`config.mk`:
```
export PLATFORM = sky130hd
export DESIGN_NAME = quiz_round_ctrl_flat
export DESIGN_NICKNAME = d
export VERILOG_FILES = /design/src/rtl/quiz_round_ctrl_pkg.sv /design/src/rtl/quiz_round_ctrl_if.sv /design/src/rtl/quiz_round_ctrl_press.sv /design/src/rtl/quiz_round_ctrl.sv /design/src/flat_wrapper.sv
export SDC_FILE = /design/constraint.sdc
export NUM_CORES = 1
export LEC_CHECK = 0
export ABC_AREA = 1
export CORE_MARGIN = 8
export CORE_UTILIZATION = 45
export DETAILED_ROUTE_END_ITERATION = 16
export DONT_BUFFER_PORTS = 1
export PLACE_DENSITY = 0.63
export SYNTH_ARGS = -nofsm -noshare
export SYNTH_HDL_FRONTEND = slang
export SYNTH_SLANG_ARGS = --single-unit
```
`constraint.sdc`:
```
create_clock -name clk -period 4.4 [get_ports clk]
set_clock_uncertainty 0.05 [all_clocks]
set_input_delay 0.88 -clock clk [delete_from_list [all_inputs] [get_ports clk]]
set_output_delay 0.88 -clock clk [all_outputs]
set_load 0.1 [all_outputs]
```
`src/rtl/quiz_round_ctrl_pkg.sv`:
```
// Shared types and constants for the quiz round controller: FSM state codes,
// the generator's operator codes and the score ceiling.
package quiz_pkg;

    typedef enum logic [2:0] {
        ST_IDLE   = 3'd0,
        ST_REQ    = 3'd1,
        ST_ARM    = 3'd2,
        ST_WAIT   = 3'd3,
        ST_REWARD = 3'd4,
        ST_DONE   = 3'd5
    } state_t;

    localparam logic [1:0] OP_ADD = 2'd0;
    localparam logic [1:0] OP_SUB = 2'd1;
    localparam logic [1:0] OP_MUL = 2'd2;
    localparam logic [1:0] OP_DIV = 2'd3;

    localparam logic [3:0] SCORE_MAX = 4'd9;

    // Score increment that sticks at SCORE_MAX.
    function automatic logic [3:0] score_inc(input logic [3:0] s);
        return (s >= SCORE_MAX) ? SCORE_MAX : s + 4'd1;
    endfunction

endpackage

```
`src/rtl/quiz_round_ctrl_if.sv`:
```
// Bundle of the quiz controller's game-side signals. The master side is the
// controller itself; the slave side is the surrounding board/generator.
interface quiz_round_ctrl_if;

    logic       start;
    logic       prob_req;
    logic       prob_ack;
    logic [1:0] prob_op;
    logic [3:0] answer;
    logic       show;
    logic [3:0] score;
    logic [3:0] round;
    logic       celebrate;
    logic       timeout;
    logic       game_over;
    logic [2:0] state;

    modport master (
        input  start, prob_ack, prob_op, answer,
        output prob_req, show, score, round, celebrate, timeout, game_over, state
    );

    modport slave (
        output start, prob_ack, prob_op, answer,
        input  prob_req, show, score, round, celebrate, timeout, game_over, state
    );

endinterface

```
`src/rtl/quiz_round_ctrl_press.sv`:
```
// Switch edge detector: registers the operator switches and reports which
// switches went from off to on this cycle, whether exactly one did, and
// whether every switch is currently off.
module quiz_press_detect (
    input  logic       clk,
    input  logic       reset,
    input  logic [3:0] answer_i,
    output logic [3:0] press_o,
    output logic       onehot_o,
    output logic       released_o
);

    logic [3:0] answer_q;

    // Previous switch sample, used to find new presses.
    always_ff @(posedge clk) begin
        if (reset) answer_q <= 4'd0;
        else       answer_q <= answer_i;
    end

    assign press_o    = answer_i & ~answer_q;
    assign onehot_o   = $onehot(press_o);
    assign released_o = (answer_i == 4'd0);

endmodule

```
`src/rtl/quiz_round_ctrl.sv`:
```
// Round sequencer for the operator quiz: requests problems, gates the
// displays, judges switch presses and keeps score/round counts.
// Optional feature: define QUIZ_TIMEOUT_EN to add an answer-window timer
// that ends a round as wrong after TIMEOUT_CYCLES cycles in WAIT.
module quiz_round_ctrl
    import quiz_pkg::*;
#(
    parameter int ROUNDS           = 9,
    parameter int TIMEOUT_CYCLES   = 50_000_000,
    parameter int CELEBRATE_CYCLES = 25_000_000
) (
    input  logic              clk,
    input  logic              reset,
    quiz_round_ctrl_if.master bus
);

    if (ROUNDS < 1 || ROUNDS > 15 || TIMEOUT_CYCLES < 2 || CELEBRATE_CYCLES < 1) begin : g_param_check
        $error("quiz_round_ctrl: parameter out of range");
    end

    localparam int               CEL_W    = $clog2(CELEBRATE_CYCLES + 1);
    localparam logic [CEL_W-1:0] CEL_LAST = CEL_W'(CELEBRATE_CYCLES - 1);
    localparam logic [3:0]       ROUNDS_4 = 4'(ROUNDS);

    state_t           state_q, state_d;
    logic [3:0]       score_q, score_d;
    logic [3:0]       round_q, round_d;
    logic [1:0]       op_q, op_d;
    logic [CEL_W-1:0] cel_q, cel_d;
    logic             start_q;
    logic             start_edge;
    logic             timeout_d;

    logic             prob_req_q, show_q, celebrate_q, timeout_q, game_over_q;

    logic [3:0]       press;
    logic             press_one;
    logic             released;
    logic [3:0]       round_inc;
    state_t           after_judge;

`ifdef QUIZ_TIMEOUT_EN
    localparam int               TMR_W    = $clog2(TIMEOUT_CYCLES);
    localparam logic [TMR_W-1:0] TMR_LAST = TMR_W'(TIMEOUT_CYCLES - 1);
    logic [TMR_W-1:0] tmr_q, tmr_d;
`endif

    quiz_press_detect u_press (
        .clk        (clk),
        .reset      (reset),
        .answer_i   (bus.answer),
        .press_o    (press),
        .onehot_o   (press_one),
        .released_o (released)
    );

    // Previous start level, for rising-edge detection of the button.
    always_ff @(posedge clk) begin
        if (reset) start_q <= 1'b0;
        else       start_q <= bus.start;
    end

    assign start_edge  = bus.start & ~start_q;
    // Round count after the round being judged now, and where that leads.
    assign round_inc   = round_q + 4'd1;
    assign after_judge = (round_inc == ROUNDS_4) ? ST_DONE : ST_REQ;

    // Next-state, counter and judging logic.
    always_comb begin
        state_d   = state_q;
        score_d   = score_q;
        round_d   = round_q;
        op_d      = op_q;
        cel_d     = cel_q;
        timeout_d = 1'b0;
`ifdef QUIZ_TIMEOUT_EN
        tmr_d     = tmr_q;
`endif
        case (state_q)
            ST_IDLE, ST_DONE: begin
                if (start_edge) begin
                    score_d = 4'd0;
                    round_d = 4'd0;
                    state_d = ST_REQ;
                end
            end
            ST_REQ: begin
                if (bus.prob_ack) begin
                    op_d    = bus.prob_op;
                    state_d = ST_ARM;
                end
            end
            ST_ARM: begin
                // A switch still up from the previous round must come down first.
                if (released) begin
                    state_d = ST_WAIT;
`ifdef QUIZ_TIMEOUT_EN
                    tmr_d   = '0;
`endif
                end
            end
            ST_WAIT: begin
`ifdef QUIZ_TIMEOUT_EN
                tmr_d = tmr_q + TMR_W'(1);
`endif
                if (press != 4'd0) begin
                    round_d = round_inc;
                    if (press_one && press[op_q]) begin
                        score_d = score_inc(score_q);
                        cel_d   = '0;
                        state_d = ST_REWARD;
                    end else begin
                        state_d = after_judge;
                    end
                end
`ifdef QUIZ_TIMEOUT_EN
                else if (tmr_q == TMR_LAST) begin
                    timeout_d = 1'b1;
                    round_d   = round_inc;
                    state_d   = after_judge;
                end
`endif
            end
            ST_REWARD: begin
                cel_d = cel_q + CEL_W'(1);
                if (cel_q == CEL_LAST) begin
                    state_d = (round_q == ROUNDS_4) ? ST_DONE : ST_REQ;
                end
            end
            default: state_d = ST_IDLE;
        endcase
    end

    // State, counters and registered outputs decoded from the next state.
    always_ff @(posedge clk) begin
        if (reset) begin
            state_q     <= ST_IDLE;
            score_q     <= 4'd0;
            round_q     <= 4'd0;
            op_q        <= 2'd0;
            cel_q       <= '0;
            prob_req_q  <= 1'b0;
            show_q      <= 1'b0;
            celebrate_q <= 1'b0;
            timeout_q   <= 1'b0;
            game_over_q <= 1'b0;
`ifdef QUIZ_TIMEOUT_EN
            tmr_q       <= '0;
`endif
        end else begin
            state_q     <= state_d;
            score_q     <= score_d;
            round_q     <= round_d;
            op_q        <= op_d;
            cel_q       <= cel_d;
            prob_req_q  <= (state_d == ST_REQ);
            show_q      <= (state_d == ST_ARM) || (state_d == ST_WAIT);
            celebrate_q <= (state_d == ST_REWARD);
            timeout_q   <= timeout_d;
            game_over_q <= (state_d == ST_DONE);
`ifdef QUIZ_TIMEOUT_EN
            tmr_q       <= tmr_d;
`endif
        end
    end

    assign bus.prob_req  = prob_req_q;
    assign bus.show      = show_q;
    assign bus.score     = score_q;
    assign bus.round     = round_q;
    assign bus.celebrate = celebrate_q;
    assign bus.timeout   = timeout_q;
    assign bus.game_over = game_over_q;
    assign bus.state     = state_q;

endmodule

```
`src/flat_wrapper.sv`:
```
// flat-port wrapper written by rule: the top's interface ports become plain ports
module quiz_round_ctrl_flat import quiz_pkg::*;
#(
    parameter int ROUNDS           = 9,
    parameter int TIMEOUT_CYCLES   = 50_000_000,
    parameter int CELEBRATE_CYCLES = 25_000_000
)
  (clk, reset, bus_start, bus_prob_ack, bus_prob_op, bus_answer, bus_prob_req, bus_show, bus_score, bus_round, bus_celebrate, bus_timeout, bus_game_over, bus_state);
  quiz_round_ctrl_if bus_i ();
  input  logic clk;
  input  logic reset;
  input wire logic [$bits(bus_i.start)-1:0] bus_start;
  input wire logic [$bits(bus_i.prob_ack)-1:0] bus_prob_ack;
  input wire logic [$bits(bus_i.prob_op)-1:0] bus_prob_op;
  input wire logic [$bits(bus_i.answer)-1:0] bus_answer;
  output wire logic [$bits(bus_i.prob_req)-1:0] bus_prob_req;
  output wire logic [$bits(bus_i.show)-1:0] bus_show;
  output wire logic [$bits(bus_i.score)-1:0] bus_score;
  output wire logic [$bits(bus_i.round)-1:0] bus_round;
  output wire logic [$bits(bus_i.celebrate)-1:0] bus_celebrate;
  output wire logic [$bits(bus_i.timeout)-1:0] bus_timeout;
  output wire logic [$bits(bus_i.game_over)-1:0] bus_game_over;
  output wire logic [$bits(bus_i.state)-1:0] bus_state;
  assign bus_i.start = bus_start;
  assign bus_i.prob_ack = bus_prob_ack;
  assign bus_i.prob_op = bus_prob_op;
  assign bus_i.answer = bus_answer;
  assign bus_prob_req = bus_i.prob_req;
  assign bus_show = bus_i.show;
  assign bus_score = bus_i.score;
  assign bus_round = bus_i.round;
  assign bus_celebrate = bus_i.celebrate;
  assign bus_timeout = bus_i.timeout;
  assign bus_game_over = bus_i.game_over;
  assign bus_state = bus_i.state;
  quiz_round_ctrl #(.ROUNDS(ROUNDS), .TIMEOUT_CYCLES(TIMEOUT_CYCLES), .CELEBRATE_CYCLES(CELEBRATE_CYCLES)) u_core (.clk(clk), .reset(reset), .bus(bus_i));
endmodule
```
==> metrics.md <==
| Metric | Value |
|---|---|
| Clock sink count | `47` |
| Post-DR vias/cell | `roughly 5.0` |
| Post-CTS sizing | `0` |
| DRC | `0` |
| CTS H-Tree Depth | `2` |
| Antenna violations before repair | `0` |
| Power per Cell Area | `slightly above 300 nW/um2` |
| Setup Buffers After CTS | `0` |
| Die area | `9280 um2` |
| CP max FO | `25` |
| CP peak stage delay | `0.45 ns` |
| ANT nets after route | `0` |
| HPWL after DPL | `5050 um` |
| Starting Density | `46.2%` |
| Gr ovfl total | `0` |
| Clock latency on the worst-skew pair | `0.30 ns` |
| Rel. slew slack | `around a fifth` |
| Avg Inst Size Synth | `6.19 um2` |
| CP startpoint kind | `primary input` |
| Synth Instances | `469` |
| Seq/Total Area, Yosys | `32.4%` |
| FP Rows | `29` |
| Setup WS pre-CTS | `1.10 ns` |
| Crit path required time | `4.55 ns` |
| Final nets | `roughly 500` |
| Clock tree buffer depth | `2` |
| Final Hold Fails | `0` |
| TritonCTS clock tree | `yes` |
| Clock-pin transition on the worst setup and hold timing paths | `approximately 0.090 ns` |
| Power, Total | `920 uW` |
| Mapped Area | `2900 um2` |
| First-pass GRT wire length | `11400 um` |
| Chip width | `~96 um` |
| Final wirelength | `6590 um` |
| Setup TNS | `0 ns` |
| Fillers | `678` |
| Input/output buffers | `0` |
| Vias | `roughly 2700` |
| Routed len/inst | `12.0 um` |
| Critical path arrival | `3.12 ns` |
| Setup WS post-layout | `1.44 ns` |
| Ports | `26` |
| #FFs+latches synth | `47` |
| Reg-to-reg critical path startpoint | `u_core.u_press.answer_q[1]$_SDFF_PP0_` |
| YS warnings | `0` |
| CP Capture Type | `flip-flop` |
| Peak VDD IR | `0.321 mV` |
| Slowest CP cell | `fa_1` |
| Hold path start | `u_core.op_q[1]$_SDFFE_PP0P_` |
| Drt initial violations | `113` |
| CTS buffer count | `5` |
| Worst Tran Pin Value | `1.18 ns` |
| Drt first pass iters | `4` |
| # diodes | `0` |
| Worst setup startpoint | `bus_answer[1]` |
| Vias in the first global route | `2588` |
| FMAX | `337 MHz` |
| Largest net degree at the start of global routing | `38` |
| Hold Crit Class | `flip-flop to flip-flop` |
| Die Height | `96.3 um` |
| Fin crit share | `67.4%` |
| Mapped Nets | `slightly below 500` |
| GRT Total Usage | `15.3%` |
| Hold_buf cts | `0` |
| RD Place Congestion | `0.861` |
| Final Slew Violations | `0` |
| Non-Filler Instances | `approximately 550` |
| Number of max-cap violations | `0` |
| Root buffer cell | `clkbuf_8` |
| Placed cells | `539` |
| Share of cells above drive strength 1 | `4.89%` |
| Critical Path, Cell by Cell | `inv_1 > nor2_1 > fa_1 > ha_1 > ha_1 > nor3b_1 > nand3_1 > nand2_1 > nand3_4 > o21ai_1 > inv_1` |
| Critical path class | `primary input to flip-flop` |
| # setup viols final | `0` |
| Final min period | `2.96 ns` |
| Worst hold margin | `0.432 ns` |
| RSZ-0062 raised after global routing | `no` |
| Core area | `~6300 um2` |
| Leak Pwr | `roughly 1.3 nW` |
| Layout area overhead | `5.00%` |
| Synth cell types | `29` |
| Outcome | `finished, final reports clean` |
[layout make-up]
class                      count  area (um2)  share of cell area (%)
inverter                      68         255                    8.37
clock inverter                 2        16.3                   0.534
multi-input combinational    345        1650                    54.2
tap                           77        96.3                    3.16
timing repair buffer           2        15.0                   0.493
clock buffer                   6        72.6                    2.38
sequential                    47         941                    30.9
[worst paths after layout]
path / depth (start not counted) / endpoint / slack (ns)
worst min-delay path: 2 / u_core.op_q[1]$_SDFFE_PP0P_ / 0.43
worst max register to register: 10 / u_core.cel_q[0]$_SDFFE_PP0P_ / 1.72
worst min register to register: 2 / u_core.op_q[1]$_SDFFE_PP0P_ / 0.43
worst max-delay path: 11 / u_core.cel_q[0]$_SDFFE_PP0P_ / 1.44
[logic make-up (layout without fill, tap and decap cells)]
family,Yosys count,count (layout),share of synthesized area (%)
AND/OR/NAND/NOR,280,280,41.7
adder cells (fa/ha/maj),11,11,5.00
buffers and inverters,77,78,10.7
XOR/XNOR,5,5,1.51
flip-flops,47,47,32.4
other,1,1,0.129
AO/OA/AOI/OAI,48,48,8.53
[metal layers]
| layer | GRT usage [%] | up-vias | routed length (um) |
|---|---|---|---|
| met3 | 5.07 | 6 | 444 |
| met1 | 18.2 | 1217 | 3050 |
| met2 | 26.0 | 49 | 3020 |
| li1 | - | 1467 | - |
| met4 | 3.53 | 0 | 70 |
| met5 | 0 | - | 0 |
[synthesized netlist by cell type]
| cell type | count | area, um2 |
|---|---|---|
| o21ai_0 | 11 | 55.1 |
| buf_6 | 2 | 22.5 |
| inv_1 | 66 | 248 |
| fa_1 | 1 | 20.0 |
| xor2_1 | 3 | 26.3 |
| nor3b_1 | 2 | 15.0 |
| nor3_4 | 1 | 16.3 |
| inv_2 | 2 | 7.51 |
| a21oi_1 | 33 | 165 |
| a211oi_1 | 2 | 15.0 |
| o21ai_1 | 1 | 5.00 |
| xnor2_1 | 2 | 17.5 |
| buf_2 | 2 | 10.0 |
| nand3_1 | 56 | 280 |
| nor2_4 | 2 | 22.5 |
| nor2_1 | 66 | 248 |
| nand3_4 | 1 | 17.5 |
| nand3b_1 | 2 | 15.0 |
| nor3_1 | 3 | 15.0 |
| o21a_1 | 1 | 7.51 |
| nand4_1 | 4 | 25.0 |
| dfxtp_1 | 47 | 941 |
| clkbuf_1 | 4 | 15.0 |
| nand2_2 | 2 | 12.5 |
| nand2_1 | 135 | 507 |
| or2_2 | 6 | 37.5 |
| ha_1 | 10 | 125 |
| conb_1 | 1 | 3.75 |
| buf_4 | 1 | 7.51 |
[where the power goes]
group	total (mW)	leakage [nW]	switching [mW]	internal, mW
logic	0.102	0.847	0.0673	0.0350
clock network	0.266	0.0418	0.151	0.114
registers	0.552	0.382	0.110	0.442
total	0.920	1.27	0.329	0.591
[critical path, delay by kind of cell]
kind	cells	cell delay (ns)
adders and majority gates	3	0.92
and+or+nand+nor	5	1.00
buffers and inverters	2	0.09
AOI/OAI and AO/OA	1	0.22
[state kept, by name, indices dropped and copies added, names as in the netlist]
| register | cells |
|---|---|
| u_core.cel_q | 25 |
| u_core.bus.round | 4 |
| u_core.bus.score | 4 |
| u_core.u_press.answer_q | 4 |
| u_core.bus.state | 3 |
| u_core.op_q | 2 |
| u_core.bus.celebrate | 1 |
| u_core.bus.game_over | 1 |
| u_core.bus.prob_req | 1 |
| u_core.bus.show | 1 |
| u_core.start_q | 1 |
[placed cells by master (no fill, tap or decap)]
cell type / count
inv_2: 2
a21oi_1: 33
nand3b_1: 2
a211oi_1: 2
nand4_1: 4
nand2_1: 135
xor2_1: 3
clkbuf_1: 1
nor3_4: 1
inv_1: 66
o21ai_0: 11
clkbuf_8: 5
nor2_1: 66
nand2_2: 2
dfxtp_1: 47
nand3_1: 56
inv_6: 1
conb_1: 1
o21a_1: 1
nor3_1: 3
o21ai_1: 1
fa_1: 1
or2_2: 6
buf_4: 2
clkinvlp_4: 1
ha_1: 10
nor2_4: 2
xnor2_1: 2
nand3_4: 1
nor3b_1: 2
[metrics by stage]
step	instance area, um2	utilization, %
6_report	3050	48.6
5_1_grt	3050	48.6
4_1_cts	3050	48.6
3_5_place_dp	2960	47.1
3_3_place_gp	2960	47.1
2_1_floorplan	2900	-
Note: power is estimated with default switching activity, not from simulation.
